$ cat config.mk
export PLATFORM = sky130hd
export DESIGN_NAME = matmul_seq_ctrl
export DESIGN_NICKNAME = d
export VERILOG_FILES = /design/src/rtl/matmul_seq_ctrl.sv
export SDC_FILE = /design/constraint.sdc
export NUM_CORES = 1
export LEC_CHECK = 0
export ABC_CLOCK_PERIOD_IN_PS = 3500
export CORE_ASPECT_RATIO = 1.2
export CORE_MARGIN = 4
export CORE_UTILIZATION = 45
export CTS_CLUSTER_DIAMETER = 60
export DETAILED_ROUTE_END_ITERATION = 6
export PLACE_DENSITY = 0.87
export RECOVER_POWER = 25
export SLEW_MARGIN = 20
export SYNTH_ARGS = -nofsm -noshare
export SYNTH_HDL_FRONTEND = slang
export SYNTH_SLANG_ARGS = --single-unit
export TNS_END_PERCENT = 10
$ cat constraint.sdc
create_clock -name clk -period 3.5 [get_ports clk]
set_input_delay 0.35 -clock clk [delete_from_list [all_inputs] [get_ports clk]]
set_output_delay 0.35 -clock clk [all_outputs]
set_load 0.03 [all_outputs]
$ cat src/rtl/matmul_seq_ctrl.sv
// Sequential 2x2 signed matrix multiply controller: one shared MAC, results streamed C00..C11.
// Optional abort input enabled by defining MMSEQ_ABORT_EN.
`timescale 1ns/1ps
module matmul_seq_ctrl (
  input  logic       clk,
  input  logic       rst,
  input  logic       in_valid,
  output logic       in_ready,
  input  logic [7:0] a_in,
  input  logic [7:0] b_in,
  output logic       c_valid,
  input  logic       c_ready,
`ifdef MMSEQ_ABORT_EN
  input  logic       abort,
`endif
  output logic [7:0] c_data,
  output logic [1:0] c_idx,
  output logic       busy,
  output logic       done
);

  typedef enum logic [1:0] {
    S_IDLE = 2'd0,
    S_MAC0 = 2'd1,
    S_MAC1 = 2'd2,
    S_EMIT = 2'd3
  } state_t;

  // Product a[i][k]*b[k][j] for element idx={i,j}, sign-extended to the accumulator width
  function automatic logic [4:0] elem_prod(input logic [7:0] a, input logic [7:0] b,
                                           input logic [1:0] idx, input logic k);
    logic [1:0] w_ae;
    logic [1:0] w_be;
    logic [3:0] w_p;
    w_ae = a[{idx[1], k, 1'b0} +: 2];
    w_be = b[{k, idx[0], 1'b0} +: 2];
    w_p  = {{2{w_ae[1]}}, w_ae} * {{2{w_be[1]}}, w_be};
    return {w_p[3], w_p};
  endfunction

  state_t      r_state;
  state_t      w_next_state;
  logic [7:0]  r_a;
  logic [7:0]  r_b;
  logic [4:0]  r_acc;
  logic [1:0]  r_idx;
  logic        r_in_ready;
  logic        r_c_valid;
  logic        r_busy;
  logic        r_done;
  logic        w_abort;
  logic        w_accept;
  logic        w_emit_hs;
  logic        w_last;
  logic [4:0]  w_prod;

`ifdef MMSEQ_ABORT_EN
  assign w_abort = abort & (r_state != S_IDLE);
`else
  assign w_abort = 1'b0;
`endif

  // Next-state decode; abort overrides the output handshake
  always_comb begin
    w_next_state = r_state;
    w_accept     = 1'b0;
    w_emit_hs    = 1'b0;
    w_last       = 1'b0;
    w_prod       = elem_prod(r_a, r_b, r_idx, r_state == S_MAC1);
    case (r_state)
      S_IDLE: begin
        if (in_valid) begin
          w_accept     = 1'b1;
          w_next_state = S_MAC0;
        end else begin
          w_next_state = S_IDLE;
        end
      end
      S_MAC0: w_next_state = S_MAC1;
      S_MAC1: w_next_state = S_EMIT;
      S_EMIT: begin
        if (c_ready) begin
          w_emit_hs = 1'b1;
          if (r_idx == 2'd3) begin
            w_last       = 1'b1;
            w_next_state = S_IDLE;
          end else begin
            w_next_state = S_MAC0;
          end
        end else begin
          w_next_state = S_EMIT;
        end
      end
      default: w_next_state = S_IDLE;
    endcase
    if (w_abort) begin
      w_next_state = S_IDLE;
      w_emit_hs    = 1'b0;
      w_last       = 1'b0;
    end else begin
      w_next_state = w_next_state;
    end
  end

  // State, datapath and registered handshake outputs
  always_ff @(posedge clk) begin
    if (rst) begin
      r_state    <= S_IDLE;
      r_a        <= 8'd0;
      r_b        <= 8'd0;
      r_acc      <= 5'd0;
      r_idx      <= 2'd0;
      r_in_ready <= 1'b1;
      r_c_valid  <= 1'b0;
      r_busy     <= 1'b0;
      r_done     <= 1'b0;
    end else begin
      r_state    <= w_next_state;
      r_in_ready <= (w_next_state == S_IDLE);
      r_c_valid  <= (w_next_state == S_EMIT);
      r_busy     <= (w_next_state != S_IDLE);
      r_done     <= w_last;
      if (w_accept) begin
        r_a   <= a_in;
        r_b   <= b_in;
        r_idx <= 2'd0;
      end else if (w_emit_hs && !w_last) begin
        r_idx <= r_idx + 2'd1;
      end else begin
        r_idx <= r_idx;
      end
      if (r_state == S_MAC0 && !w_abort) begin
        r_acc <= w_prod;
      end else if (r_state == S_MAC1 && !w_abort) begin
        r_acc <= r_acc + w_prod;
      end else begin
        r_acc <= r_acc;
      end
    end
  end

  assign in_ready = r_in_ready;
  assign c_valid  = r_c_valid;
  assign c_data   = {{3{r_acc[4]}}, r_acc};
  assign c_idx    = r_idx;
  assign busy     = r_busy;
  assign done     = r_done;

endmodule
; Yosys cells after proc, flatten, opt, wreduce, memory -nomap -nowiden
; Cells that the tools add are included.
; Widths: inputs -> output; s select.
[totals]
regBits = 29
word_cells = 39
[op_classes]
add_sub_neg = 2
n_mul = 1
n_eq_ne = 5
shifts = 2
n_mux = 13
reduce_logical = 7
[op_table]
columns = operator, n
row1 = $shiftx 8x4->2, 2
row2 = $mux 5, 2
row3 = $mux 1, 9
row4 = $eq 2x2->1 const B, 4
row5 = $pmux 2 s4, 1
row6 = $add 5x5->5, 1
row7 = $logic_not 2->1, 2
row8 = $mul 2x2->4, 1
row9 = $reduce_bool 2->1, 2
row10 = $add 2x1->2 const B, 1
row11 = $eq 2x1->1 const B, 1
row12 = $mux 2, 1
row13 = $reduce_or 2->1, 1
row14 = $logic_and 1x1->1, 1
row15 = $logic_not 1->1, 1

; Logic depth before layout (Yosys ltp)
[depth]
ltp_word = 6
depth_mapped = 13
depth_no_buf = 12

; Worst setup path after synthesis
; OpenSTA, ideal clock, no wires.
[synth_path]
path_kind = register to register
from = reg r_state[0]
to = reg r_acc[4]
setup_time_ps = 70
arrival_time_ps = 3338
required_time_ps = 3430
path_slack_ps = 92
stages_incl_launch_ff = 13
path_buffers = 1
synth_period_minus_slack_ps = 3408
cell_sequence = dfxtp_1 inv_1 ha_1 buf_6 mux4_2 and2_2 fa_1 ha_1 ha_1 a21o_1 a21oi_1 mux4_1 a21oi_1
[synth_via]
elab_chain_len = 6
elab_cells_between_ends = 9
cone_classes = 1 x add/sub / 1 x mul / 2 x eq/ne / 2 x shift / 2 x mux / 1 x reduce/logical
[synth_lines]
columns = item, line_no
row1 = "start, declared", 41  ; state_t r_state;
row2 = "start signal, assigned", 118  ; r_state <= w_next_state;
row3 = $eq 2x2->1, "69, 134"
row4 = $shiftx 8x4->2 (on tied branches), "35, 36"
row5 = $mul 2x2->4, 37  ; w_p = {{2{w_ae[1]}}, w_ae} * {{2{w_be[1]}}, w_be};
row6 = $add 5x5->5, 135  ; r_acc <= r_acc + w_prod;
row7 = $mux 5, 134  ; end else if (r_state == S_MAC1 && !w_abort) begin
row8 = $mux 5, 132  ; if (r_state == S_MAC0 && !w_abort) begin
row9 = "end signal, assigned", 133  ; r_acc <= w_prod;
row10 = "end signal, assigned", 135
row11 = "end signal, assigned", 137  ; r_acc <= r_acc;
row12 = "end, declared", 45  ; logic [4:0] r_acc;
; Parallel ways exist; a longest one is shown, timed or not. The select of a mux whose other input is x is not followed.
; A chain may end at the register's enable or synchronous reset.

; Worst setup path in the final report
; Same ends and word-level chain as after synthesis.

==> results.md <==
- Leading register cell type out of synthesis: sky130_fd_sc_hd__dfxtp_1
- Dpl hpwl: 2176 um
- Remaining antenna violation count: 0
- Placement Cell Area: 1861 um2
- Final instance count without filler cells: 233
- CTS H-tree lvls: 2
- Post-route worst setup slack: 0.1872 ns
- Proportion of register bits with asynchronous set or reset after synthesis: 0%
- Overflow after GRT: 0
- Number of antenna cells inserted: 0
- Peak VDD IR: 0.2536 mV
- Category of the worst setup path capture point: flop
- Synthesized flop and latch total: 29
- Count of buffers from port buffering: 33
- Area of the core region: 3138 um2
- Total of max-cap violations: 0
- Number of instances in the placed design: 225
- Total CTS buffers: 5
- Max-slew headroom: 38.03%
- Root buffer cell: sky130_fd_sc_hd__clkbuf_4
- Final Setup Violations: 0
- Setup skew after layout: 0.01207 ns
- Routability congestion estimate: 0.8019
- Count of different cell masters after synthesis: 31
- Number of global-route vias before repair: 1170
- Power density over cell area: 428.3 nW/um2
- Relative area change from synthesis to final layout: 29.12%
- Horizontal extent of the die: 60.78 um
- Starting density of the core: 47.93%
- Average cell area after synthesis: 9.284 um2
- Bufs on Longest Clock Path: 2
- Antenna violations before repair: 0
- Number of DRC violations after detailed routing: 0
- Number of nets produced by synthesis: 196
- Sort of element at the start of the critical path: flop
- Combined flip-flop and latch cell area: 580.6 um2
- Footprint of the multi-input gates: 878.3 um2
- Worst EP arrival: 3.58 ns
- Average wire per cell in the routed design: 12.36 um
- Post-synth EDFFs: 0
- Hold Vio Cnt, Final: 0
- Maximum clock frequency: 301.9 MHz
- Count of pins over their slew limit: 0
- Most congested layer reported by global routing: met2
- Critical path type: flop to flop
- Most frequent cell after synthesis: sky130_fd_sc_hd__nand2_1
- Fin area: 1942 um2
- Post-layout minimum cycle time: 3.313 ns
- TritonCTS clock tree: done
- Top cells by area in the synthesized netlist: sky130_fd_sc_hd__dfxtp_1, sky130_fd_sc_hd__ha_1, sky130_fd_sc_hd__nand2_1
- Reg clk slew, reported paths: 0.10 ns
- Met3 Track Usage GR: 5.225%
- Die footprint: 4335 um2
- Setup repair after global routing missed its margin: no
- Number of buffers inserted to repair setup after CTS: 0
- Number of filler cells placed in the layout: 278
- Post-synthesis sequential area ratio: 38.60%
- Most frequent cell on the critical path: sky130_fd_sc_hd__fa_2
- Worst hold path class: flop to flop
- Largest delay contributor family on the critical path: multiplexers
- Post-Synthesis Cell Area: 1504 um2
- Ordered cell list for the critical path: inv_1, ha_4, mux4_2, and2_2, fa_2, fa_2, a21o_1, a21oi_2, mux4_1, a21oi_1
- Via-per-instance ratio: 5.206
- Met1 Resource Use GR: 14.78%
- Yosys warnings: 0
- Cell type contributing the most total cell area after synthesis: sky130_fd_sc_hd__dfxtp_1
- Detailed Routing Iterations Pass 1: 4
- Fraction of layout cells with a size suffix above 1: 11.17%
- Vias after detailed routing: 1213
- M2 GR Usage: 24.73%
- Placement-stage worst setup slack: -0.06829 ns
- Share of the synthesized area in the top cell type: 38.60%
- Total length of routed wires: 2879 um
- Stage delay of the slowest cell on the critical path: 0.54 ns
- Die H: 71.33 um
- Combined global-route utilization of all metal layers: 14.42%
- Maximum number of pins on one net before global-route repair: 27
- Drt first-iter violations: 22
- Global-route wire length before repair: 4774 um
- Status: completed
- Clock latency at the later pin of the worst-skew pair: 0.33 ns
- CTS sink cnt: 29
- Peak fanout along the critical path: 5
- CP required: 3.77 ns
- Net total in the final layout: 230
- Leakage Power: 0.0008053 uW
- Buffers & Inverters on Critical Path: 1
- Cells after Synth: 162
- Final Cycle Share: 94.65%
- Boundary pin count: 34
- Transition time at the pin with the least slew margin: 0.9265 ns
- Placement Rows: 22
- List of most frequent post-synthesis cells: sky130_fd_sc_hd__nand2_1, sky130_fd_sc_hd__dfxtp_1, sky130_fd_sc_hd__a21oi_1
- Slowest cell on crit path: sky130_fd_sc_hd__mux4_1
==> report_power, final <==
part | switching (uW) | internal, uW
clock network | 116 | 76.3
registers | 19.7 | 360
logic | 137 | 123
==> worst paths after layout <==
kind	startpoint	end	slack, ns	cells past startpoint
worst max-delay path	r_state[0]$_SDFF_PP0_	r_acc[4]$_SDFFE_PP0P_	0.19	10
worst min-delay path	r_b[3]$_SDFFE_PP0P_	r_b[3]$_SDFFE_PP0P_	0.46	2
worst min register to register	r_b[3]$_SDFFE_PP0P_	r_b[3]$_SDFFE_PP0P_	0.46	2
worst max register to register	r_state[0]$_SDFF_PP0_	r_acc[4]$_SDFFE_PP0P_	0.19	10
==> area by class of cell <==
type | instances | area share [%]
multi-input cells | 117 | 45.23
flip-flops and latches | 29 | 29.90
repair buffers | 39 | 19.14
well taps | 36 | 2.320
clock buffers | 6 | 2.126
inverters | 4 | 0.7732
clock inverters | 2 | 0.5155
==> routing by layer <==
layer  vias up  wire length, um
met3         9              222
met2        39             1451
met1       553             1142
met4         0               63
met5         -                0
li1        612                -
==> through the flow <==
stage | utilization, % | total power, uW | hold WS, ns | setup TNS, ns
finish | 61.88 | 831.8 | 0.4576 | 0
detailed placement | 59.29 | 645.3 | 0.4472 | -0.06829
floorplan | - | 560.5 | 0.4315 | 0
global placement | 59.29 | 637.1 | 0.4390 | 0
CTS | 61.32 | 842.0 | 0.4598 | 0
global route | 61.88 | 883.9 | 0.4730 | 0
==> placed cells by master (no fill, tap or decap), drive strengths merged <==
master,instances
a211oi,4
a21o,1
a21oi,21
a31oi,1
and2,3
and4b,1
buf,5
clkbuf,7
clkdlybuf4s50,28
clkinv,2
dfxtp,29
dlygate4sd3,5
fa,2
ha,12
inv,4
mux2,1
mux2i,5
mux4,5
nand2,38
nand2b,1
nand3,1
nand3b,2
nor2,8
nor2b,2
nor3,2
o21a,1
o21ai,1
or2,1
xnor2,1
xor2,3
==> cell families after synthesis <==
| logic type | synth area share, % |
|---|---|
| compound gates | 10.73 |
| xor+xnor | 2.829 |
| fa+ha+maj | 12.65 |
| buf+inv | 5.241 |
| flops | 38.60 |
| mux | 12.81 |
| simple gates | 17.14 |
==> timing repair <==
| item | 4_1_cts | 5_1_grt |
|---|---|---|
| endpoints found under the hold margin | 0 | 0 |
| gates resized for setup | 2 | 4 |
| hold buffers | 0 | 0 |
| cloned | 0 | 0 |
| setup endpoints to repair | 1 | 1 |
==> state kept, by name, indices dropped and copies added (netlist names) <==
name and count:
r_a 8, r_b 8, r_acc 5, c_idx 2
r_state 2, busy 1, c_valid 1, done 1
in_ready 1
==> worst reg2reg max path, stage by stage, from the launching register on <==
cell and delay, ns:
sky130_fd_sc_hd__dfxtp_1 0.32, sky130_fd_sc_hd__inv_1 0.11, sky130_fd_sc_hd__ha_4 0.19, sky130_fd_sc_hd__mux4_2 0.53, sky130_fd_sc_hd__and2_2 0.23, sky130_fd_sc_hd__fa_2 0.48, sky130_fd_sc_hd__fa_2 0.39, sky130_fd_sc_hd__a21o_1 0.20
sky130_fd_sc_hd__a21oi_2 0.14, sky130_fd_sc_hd__mux4_1 0.55, sky130_fd_sc_hd__a21oi_1 0.12
Power figures use the tool's default switching activity.
